$ cat config.mk
export PLATFORM = sky130hd
export DESIGN_NAME = hamming_snapshot_encoder
export DESIGN_NICKNAME = d
export VERILOG_FILES = /design/src/rtl/hamming_pkg.sv /design/src/rtl/hamming74_enc.sv /design/src/rtl/hamming_snapshot_encoder.sv
export SDC_FILE = /design/constraint.sdc
export NUM_CORES = 1
export LEC_CHECK = 0
export CORE_MARGIN = 4
export CORE_UTILIZATION = 45
export DETAILED_ROUTE_END_ITERATION = 7
export PLACE_DENSITY = 0.75
export RECOVER_POWER = 50
export SYNTH_ARGS = -nofsm -noshare
export SYNTH_HDL_FRONTEND = slang
export SYNTH_SLANG_ARGS = --single-unit
$ cat constraint.sdc
create_clock -name clk -period 1.7 [get_ports clk]
set_input_delay 0.17 -clock clk [delete_from_list [all_inputs] [get_ports clk]]
set_output_delay 0.17 -clock clk [all_outputs]
set_load 0.05 [all_outputs]
$ cat src/rtl/hamming_pkg.sv
// rtl/hamming_pkg.sv - shared Hamming(7,4) types, widths and parity function
package hamming_pkg;

    typedef enum logic [1:0] {IDLE, ENCODE, HOLD} state_t;

    localparam int HAM_DATA_W = 4;
    localparam int HAM_PAR_W  = 3;

    // Bit order matches the syndrome decoder: flips of d3/d2/d1/d0 give 011/101/110/111.
    function automatic logic [HAM_PAR_W-1:0] hamming74_parity(input logic [HAM_DATA_W-1:0] d);
        return {d[0] ^ d[1] ^ d[2],
                d[0] ^ d[1] ^ d[3],
                d[0] ^ d[2] ^ d[3]};
    endfunction

endpackage

$ cat src/rtl/hamming74_enc.sv
// rtl/hamming74_enc.sv - combinational Hamming(7,4) parity for one 4-bit block
module hamming74_enc
    import hamming_pkg::*;
(
    input  logic [HAM_DATA_W-1:0] data,
    output logic [HAM_PAR_W-1:0]  parity
);

    assign parity = hamming74_parity(data);

endmodule

$ cat src/rtl/hamming_snapshot_encoder.sv
// rtl/hamming_snapshot_encoder.sv - captures the counter on enable fall, encodes one block per cycle, offers it
module hamming_snapshot_encoder
    import hamming_pkg::*;
#(
    parameter  int WIDTH       = 4,
    localparam int BLOCKS      = WIDTH / HAM_DATA_W,
    localparam int PARITY_BITS = BLOCKS * HAM_PAR_W
) (
    input  logic                   clk,
    input  logic                   reset,
    input  logic                   enable,
    input  logic [WIDTH-1:0]       data_in,
    input  logic                   snap_ready,
    output logic                   snap_valid,
    output logic [WIDTH-1:0]       snap_data,
    output logic [PARITY_BITS-1:0] snap_parity,
    output logic                   busy,
    output logic                   overrun
);

    localparam int IDX_W = $clog2(BLOCKS) + 1;

    state_t                 state, state_next;
    logic                   enable_q;
    logic [IDX_W-1:0]       blk_idx;
    logic                   trigger, handshake, last_blk;
    logic                   capture, encode_step, drop;
    logic [HAM_DATA_W-1:0]  enc_data;
    logic [HAM_PAR_W-1:0]   enc_parity;

    assign trigger   = enable_q & ~enable;
    assign handshake = snap_valid & snap_ready;
    assign last_blk  = (blk_idx == IDX_W'(BLOCKS - 1));
    assign busy      = (state != IDLE);

    always_comb begin
        state_next  = state;
        capture     = 1'b0;
        encode_step = 1'b0;
        drop        = 1'b0;
        case (state)
            IDLE: begin
                if (trigger) begin
                    capture    = 1'b1;
                    state_next = ENCODE;
                end
            end
            ENCODE: begin
                encode_step = 1'b1;
                drop        = trigger;
                if (last_blk) state_next = HOLD;
            end
            HOLD: begin
                // A trigger landing on the accepting cycle starts the next snapshot back to back.
                if (handshake) begin
                    if (trigger) begin
                        capture    = 1'b1;
                        state_next = ENCODE;
                    end else begin
                        state_next = IDLE;
                    end
                end else begin
                    drop = trigger;
                end
            end
            default: state_next = IDLE;
        endcase
    end

    always_comb begin
        enc_data = '0;
        for (int i = 0; i < BLOCKS; i++) begin
            if (blk_idx == IDX_W'(i)) enc_data = snap_data[i*HAM_DATA_W +: HAM_DATA_W];
        end
    end

    hamming74_enc u_enc (
        .data   (enc_data),
        .parity (enc_parity)
    );

    always_ff @(posedge clk or posedge reset) begin
        if (reset) begin
            state       <= IDLE;
            enable_q    <= 1'b0;
            blk_idx     <= '0;
            snap_valid  <= 1'b0;
            snap_data   <= '0;
            snap_parity <= '0;
            overrun     <= 1'b0;
        end else begin
            state      <= state_next;
            enable_q   <= enable;
            snap_valid <= (state_next == HOLD);
            if (drop) overrun <= 1'b1;
            if (capture) begin
                snap_data   <= data_in;
                snap_parity <= '0;
                blk_idx     <= '0;
            end else if (encode_step) begin
                for (int i = 0; i < BLOCKS; i++) begin
                    if (blk_idx == IDX_W'(i)) snap_parity[i*HAM_PAR_W +: HAM_PAR_W] <= enc_parity;
                end
                blk_idx <= blk_idx + 1'b1;
            end
        end
    end

endmodule

==> results of run 1 <==
[power breakdown]
part | switching [mW] | internal (mW)
clock | 0.0998 | 0.0910
sequential | 0.108 | 0.429
combinational | 0.723 | 0.471
total | 0.930 | 0.991
[flip-flops by register name, indices dropped and copies added (netlist names)]
signal and count:
snap_data 4, state 2, overrun 1, enable_q 1, snap_parity 3, snap_valid 1
blk_idx 1
[worst paths after layout]
check / endpoint / slack (ns) / cells past startpoint
max: snap_data[3] / 0.05 / 1
min: state[0]$_DFF_PP0_ / 0.36 / 2
max reg2reg: snap_parity[1]$_DFFE_PP0P_ / 0.07 / 6
min reg2reg: snap_parity[0]$_DFFE_PP0P_ / 0.49 / 1
max in group asynchronous: snap_parity[2]$_DFFE_PP0P_ / 1.00 / 2
min in group clk: snap_parity[0]$_DFFE_PP0P_ / 0.49 / 1
[cell usage in the layout (no fill, tap or decap), drive strengths merged, types with 3 or more instances in the layout]
cell type and instances:
inv 6, dfrtp 13, mux2 4, clkbuf 6
xnor2 3, ha 4, nand2 4, nor2b 3
clkdlybuf4s50 9, a21oi 4, o2bb2ai 3, nand3 3
buf 7
[what timing repair did]
action | CTS | global route
gates resized for setup | 0 | 1
setup endpoints to repair | 0 | 8
setup buffers | 0 | 1
[per-stage QoR]
stage          power (mW)  setup WS (ns)  area [µm²]
4_1_cts             1.918        0.03141       898.4
3_3_place_gp        1.715        0.07675       872.1
5_1_grt             2.036      -0.008282       905.9
3_5_place_dp        1.713        0.06120       872.1
6_report            1.921        0.05260       905.9
2_1_floorplan       1.354        0.03234       670.6
[cell type report]
type / instances / share of cell area (%)
multi-input combinational: 41 / 36.19
sequential: 13 / 35.91
timing repair buffer: 20 / 20.17
clock buffer: 4 / 2.901
inverter: 6 / 2.762
tap: 15 / 2.072
[layer usage]
layer	track usage, %	vias to the layer above	routed length [µm]
met5	0	-	0
met4	10.23	0	32
li1	-	255	-
met1	19.95	253	627
met3	2.344	4	54
met2	22.25	20	611
[cells by family (layout without fill, tap and decap cells)]
logic type               count (synthesis)  in the layout
AND/OR/NAND/NOR                         14             14
AO/OA/AOI/OAI                           13             13
flip-flops                              13             13
buffers and inverters                    6             30
XOR/XNOR                                 5              5
multiplexers                             5              5
adder cells (fa/ha/maj)                  4              4
==> flow_metrics.tcl, run 1 <==
set metrics [dict create \
    status "finished, final reports clean" \
    cp-startpoint "snap_data[3]$_DFFE_PP0P_" \
    final_util_pct 67.10 \
    fmax_ghz 0.6070 \
    synthCells 60 \
    port_buffers 17 \
    ioPinCount 18 \
    numCtsBuffers 3 \
    crit_path_top_delay_cell "clkdlybuf4s50_1" \
    nets 97 \
    worst-setup-path-type "flip-flop to output pin" \
    grt_max_degree 14 \
    synth_compound_area_share_pct 14.04 \
    ir_worst_vdd_mv 1.494 \
    drv_cap 0 \
    wl_per_cell_um 13.39 \
    cts.clk_slew.worst_paths_ns 0.08 \
    tns_ns 0 \
    grt_pass1_vias 548 \
    grt_antenna_before_repair 0 \
    hpwl_um 958.3 \
    die_w_um 46.53 \
    synth_area_leaders "dfrtp_1 49%, ha_1 7.5%, mux2_1 6.7%, xnor2_1 3.9%, nor2b_1 2.8%" \
    synth_xor_area_share_pct 6.554 \
    r2r-start "state[1]$_DFF_PP0_" \
    overflow 0 \
    rows 13 \
    multi_input_comb_area_um2 327.8 \
    final_antenna_net_count 0 \
    clkLatencyLatePin_ns 0.28 \
    worstMarginPinSlew_ns 0.5901 \
    fin_skew_ns 0.002162 \
    cp-start-kind "flip-flop" \
    avgSynthCellArea_um2 11.14 \
    critPathBufInv 1 \
    vias_per_cell 5.374 \
    synth_seq_area_share_pct 48.69 \
    finalSetupViolCount 0 \
    synthAdderAreaFrac_pct 7.491 \
    ctsLongestPathBuffers 2 \
    start_util_pct 49.49 \
    crit_arrival_ns 1.48 \
    route.detailed.drc 0 \
    holdBufCountCts 0 \
    fin_crit_sh_pct 96.91 \
    required_ns 1.53 \
    yosys.area.top_type "dfrtp_1" \
    ys_ff_latch 13 \
    crit_fanout 3 \
    crit_family "buffers and inverters" \
    core_area_um2 1350 \
    post-route-min-period_ns 1.647 \
    placedCellCount 94 \
    syn-num-nets 72 \
    drv_slew 0 \
    synthMuxAreaShare_pct 8.240 \
    clock_sinks 13 \
    syn_to_final_growth_pct 35.58 \
    place_congestion 0.8788 \
    synth_simple_gate_area_share_pct 11.61 \
    whs_ns 0.3594 \
    fin_cells 99 \
    tritoncts "done" \
    seq_area_um2 325.3 \
    root_buffer "clkbuf_4" \
    synth_top_family_by_area "compound AO/OA/AOI/OAI gates" \
    die_area_um2 2165 \
    critPathCaptureType "output pin" \
    p_per_area_nw_per_um2 2121 \
    hold_class "input pin to asynchronous set/reset pin" \
    syn_area_um2 668.1 \
    nFillCells 102 \
    vias 532 \
    ys_warn_count 0 \
    synth_top_area_share_pct 48.69 \
    grtUsageTotal_pct 15.10 \
    wl_um 1326 \
    synth_async_sr_flop_share_pct 100.0 \
    drt_iter0_markers 10 \
    diodes 0 \
    crit_chain "clkdlybuf4s50_1" \
    dieHeight_um 46.53 \
    power.leakage_nw 0.3971 \
    relSlewSlack_pct 60.83 \
    synth_most_common_cell "dfrtp_1" \
    grt_pass1_wl_um 2256 \
    slowest_delay_ns 0.82 \
    final_hold_viol_count 0 \
    synth_edf_count 0 \
    dr.pass1.iters 4 \
    htreeDepth 1 \
    drive_above_1_share_pct 19.05 \
    synth_cell_type_count 25 \
    synth_top_cells_by_count "13 x dfrtp_1, 4 x ha_1, 4 x inv_1, 4 x mux2_1, 4 x nand2_1" \
    ys.flop_type "dfrtp_1" \
]
Power figures use the tool's default switching activity.
==> run 2: changes to the inputs <==
--- a/config.mk
+++ b/config.mk
@@ -10,6 +10,7 @@
 export DETAILED_ROUTE_END_ITERATION = 7
 export PLACE_DENSITY = 0.75
 export RECOVER_POWER = 50
+export SKIP_CTS_REPAIR_TIMING = 1
 export SYNTH_ARGS = -nofsm -noshare
 export SYNTH_HDL_FRONTEND = slang
 export SYNTH_SLANG_ARGS = --single-unit
==> results of run 2 <==
Same layout as run 1: the final DEF is identical, and so are final timing and power.
==> run 3: changes to the inputs <==
--- a/config.mk
+++ b/config.mk
@@ -8,9 +8,9 @@
 export CORE_MARGIN = 4
 export CORE_UTILIZATION = 45
 export DETAILED_ROUTE_END_ITERATION = 7
+export GPL_TIMING_DRIVEN = 0
 export PLACE_DENSITY = 0.75
 export RECOVER_POWER = 50
-export SKIP_CTS_REPAIR_TIMING = 1
 export SYNTH_ARGS = -nofsm -noshare
 export SYNTH_HDL_FRONTEND = slang
 export SYNTH_SLANG_ARGS = --single-unit
==> run 3 against run 2 <==
Total power down 0.37%; clock skew grew 0.0035 ns; sequential share of layout area shrank 0.74 points; final cell count stayed put; wire length rose by 7.8%; design area is 2.9% higher; clock-buffer cell count stayed put; core utilization grew 1.9 points.
==> flow_metrics.tcl, run 3 (same netlist as run 1, synthesis figures left out) <==
set metrics [dict create \
    final_common_cell "dfrtp_1" \
    largest_register_ffs 4 \
    cts.clk_slew.worst_paths_ns 0.08 \
    cp-startpoint "state[1]$_DFF_PP0_" \
    grt_pass1_wl_um 2352 \
    die_area_um2 2165 \
    final_antenna_net_count 0 \
    nFillCells 113 \
    grt_pass1_vias 509 \
    fin_cells 99 \
    fin_crit_sh_pct 97.25 \
    drt_iter0_markers 7 \
    final_cell_mix "11 x dfrtp_1, 10 x clkdlybuf4s50_1, 4 x nand2_1, 4 x mux2_1, 4 x inv_1" \
    vias_per_cell 5.323 \
    die_w_um 46.53 \
    worstMarginPinSlew_ns 0.5049 \
    final_hold_viol_count 0 \
    hold_class "input pin to asynchronous set/reset pin" \
    wl_per_cell_um 14.44 \
    root_buffer "clkbuf_4" \
    cp-start-kind "flip-flop" \
    vias 527 \
    regMostFlops "snap_data" \
    drv_slew 0 \
    reg2reg_depth 5 \
    syn_to_final_growth_pct 39.51 \
    clkLatencyLatePin_ns 0.28 \
    fin_skew_ns 0.005633 \
    dr.pass1.iters 4 \
    critPathCaptureType "output pin" \
    diodes 0 \
    crit_arrival_ns 1.48 \
    relSlewSlack_pct 66.29 \
    reg.largest.list "snap_data: 4 flops, snap_parity: 3 flops, state: 2 flops" \
    p_per_area_nw_per_um2 2054 \
    required_ns 1.53 \
    status "finished, final reports clean" \
    r2r-start "state[0]$_DFF_PP0_" \
    worst-setup-path-type "flip-flop to output pin" \
    grt_max_degree 14 \
    holdBufCountCts 0 \
    power.leakage_nw 0.4271 \
    finalSetupViolCount 0 \
    drive_above_1_share_pct 20.24 \
    grtUsageTotal_pct 16.00 \
    drv_cap 0 \
    htreeDepth 1 \
    crit_fanout 8 \
    tritoncts "done" \
    start_util_pct 49.49 \
    fmax_ghz 0.6049 \
    post-route-min-period_ns 1.653 \
    nets 97 \
    ioPinCount 18 \
    dieHeight_um 46.53 \
    numCtsBuffers 3 \
    overflow 0 \
    core_area_um2 1350 \
    hpwl_um 994.1 \
    place_congestion 0.7426 \
    grt_antenna_before_repair 0 \
    wl_um 1430 \
    rows 13 \
    clock_sinks 13 \
    whs_ns 0.3419 \
    port_buffers 17 \
    placedCellCount 92 \
    ir_worst_vdd_mv 1.094 \
    ctsLongestPathBuffers 2 \
    route.detailed.drc 0 \
]
-- run 3: metrics by stage --
stage	total power, mW	worst slack (ns)	area (µm²)	TNS [ns]	utilization, %
floorplan	1.354	0.03234	670.6	0	-
global placement	1.659	-0.1444	859.6	-0.1520	63.67
detailed placement	1.671	-0.1543	859.6	-0.2016	63.67
CTS	1.867	0.0006036	887.1	0	65.71
global route	2.039	-0.003780	932.1	-0.006869	69.05
finish	1.914	0.04674	932.1	0	69.05
-- run 3: area by class of cell --
class	count	area [µm²]	share of cell area, %
repair buffers	20	198.9	21.34
well taps	15	18.77	2.013
flip-flops and latches	13	327.8	35.17
inverters	6	25.02	2.685
clock buffers	4	26.28	2.819
multi-input cells	41	335.3	35.97
-- run 3: layer usage --
layer | GRT usage [%] | wire (µm) | part of all wire [%]
met1 | 21.00 | 669 | 47
met2 | 23.90 | 672 | 47
met3 | 2.734 | 72 | 5.0
met4 | 10.23 | 16 | 1.1
met5 | 0 | 0 | 0
-- run 3: repair_timing --
| action | 4_1_cts | 5_1_grt |
|---|---|---|
| endpoints found under the setup margin | 9 | 11 |
| pin swaps | 0 | 1 |
| buffers inserted | 0 | 3 |
| resized for setup | 7 | 6 |
-- run 3: report_power, final --
part	total, mW	internal [mW]	leakage (nW)	switching, mW
combinational	1.17	0.460	0.254	0.707
clock	0.194	0.0909	0.0150	0.103
sequential	0.553	0.433	0.158	0.120
-- run 3: critical path, stage by stage (launching register included) --
cell,delay (ns)
dfrtp_2,0.46
inv_1,0.11
ha_2,0.24
inv_4,0.05
clkdlybuf4s18_2,0.34
-- run 3: worst paths after layout --
kind	to	slack [ns]
setup / recovery	busy	0.05
setup reg to reg	snap_data[2]$_DFFE_PP0P_	0.06
min in group clk	overrun$_DFFE_PP0P_	0.49
hold reg to reg	overrun$_DFFE_PP0P_	0.49
max in group asynchronous	state[0]$_DFF_PP0_	1.00
hold / removal	enable_q$_DFF_PP0_	0.34
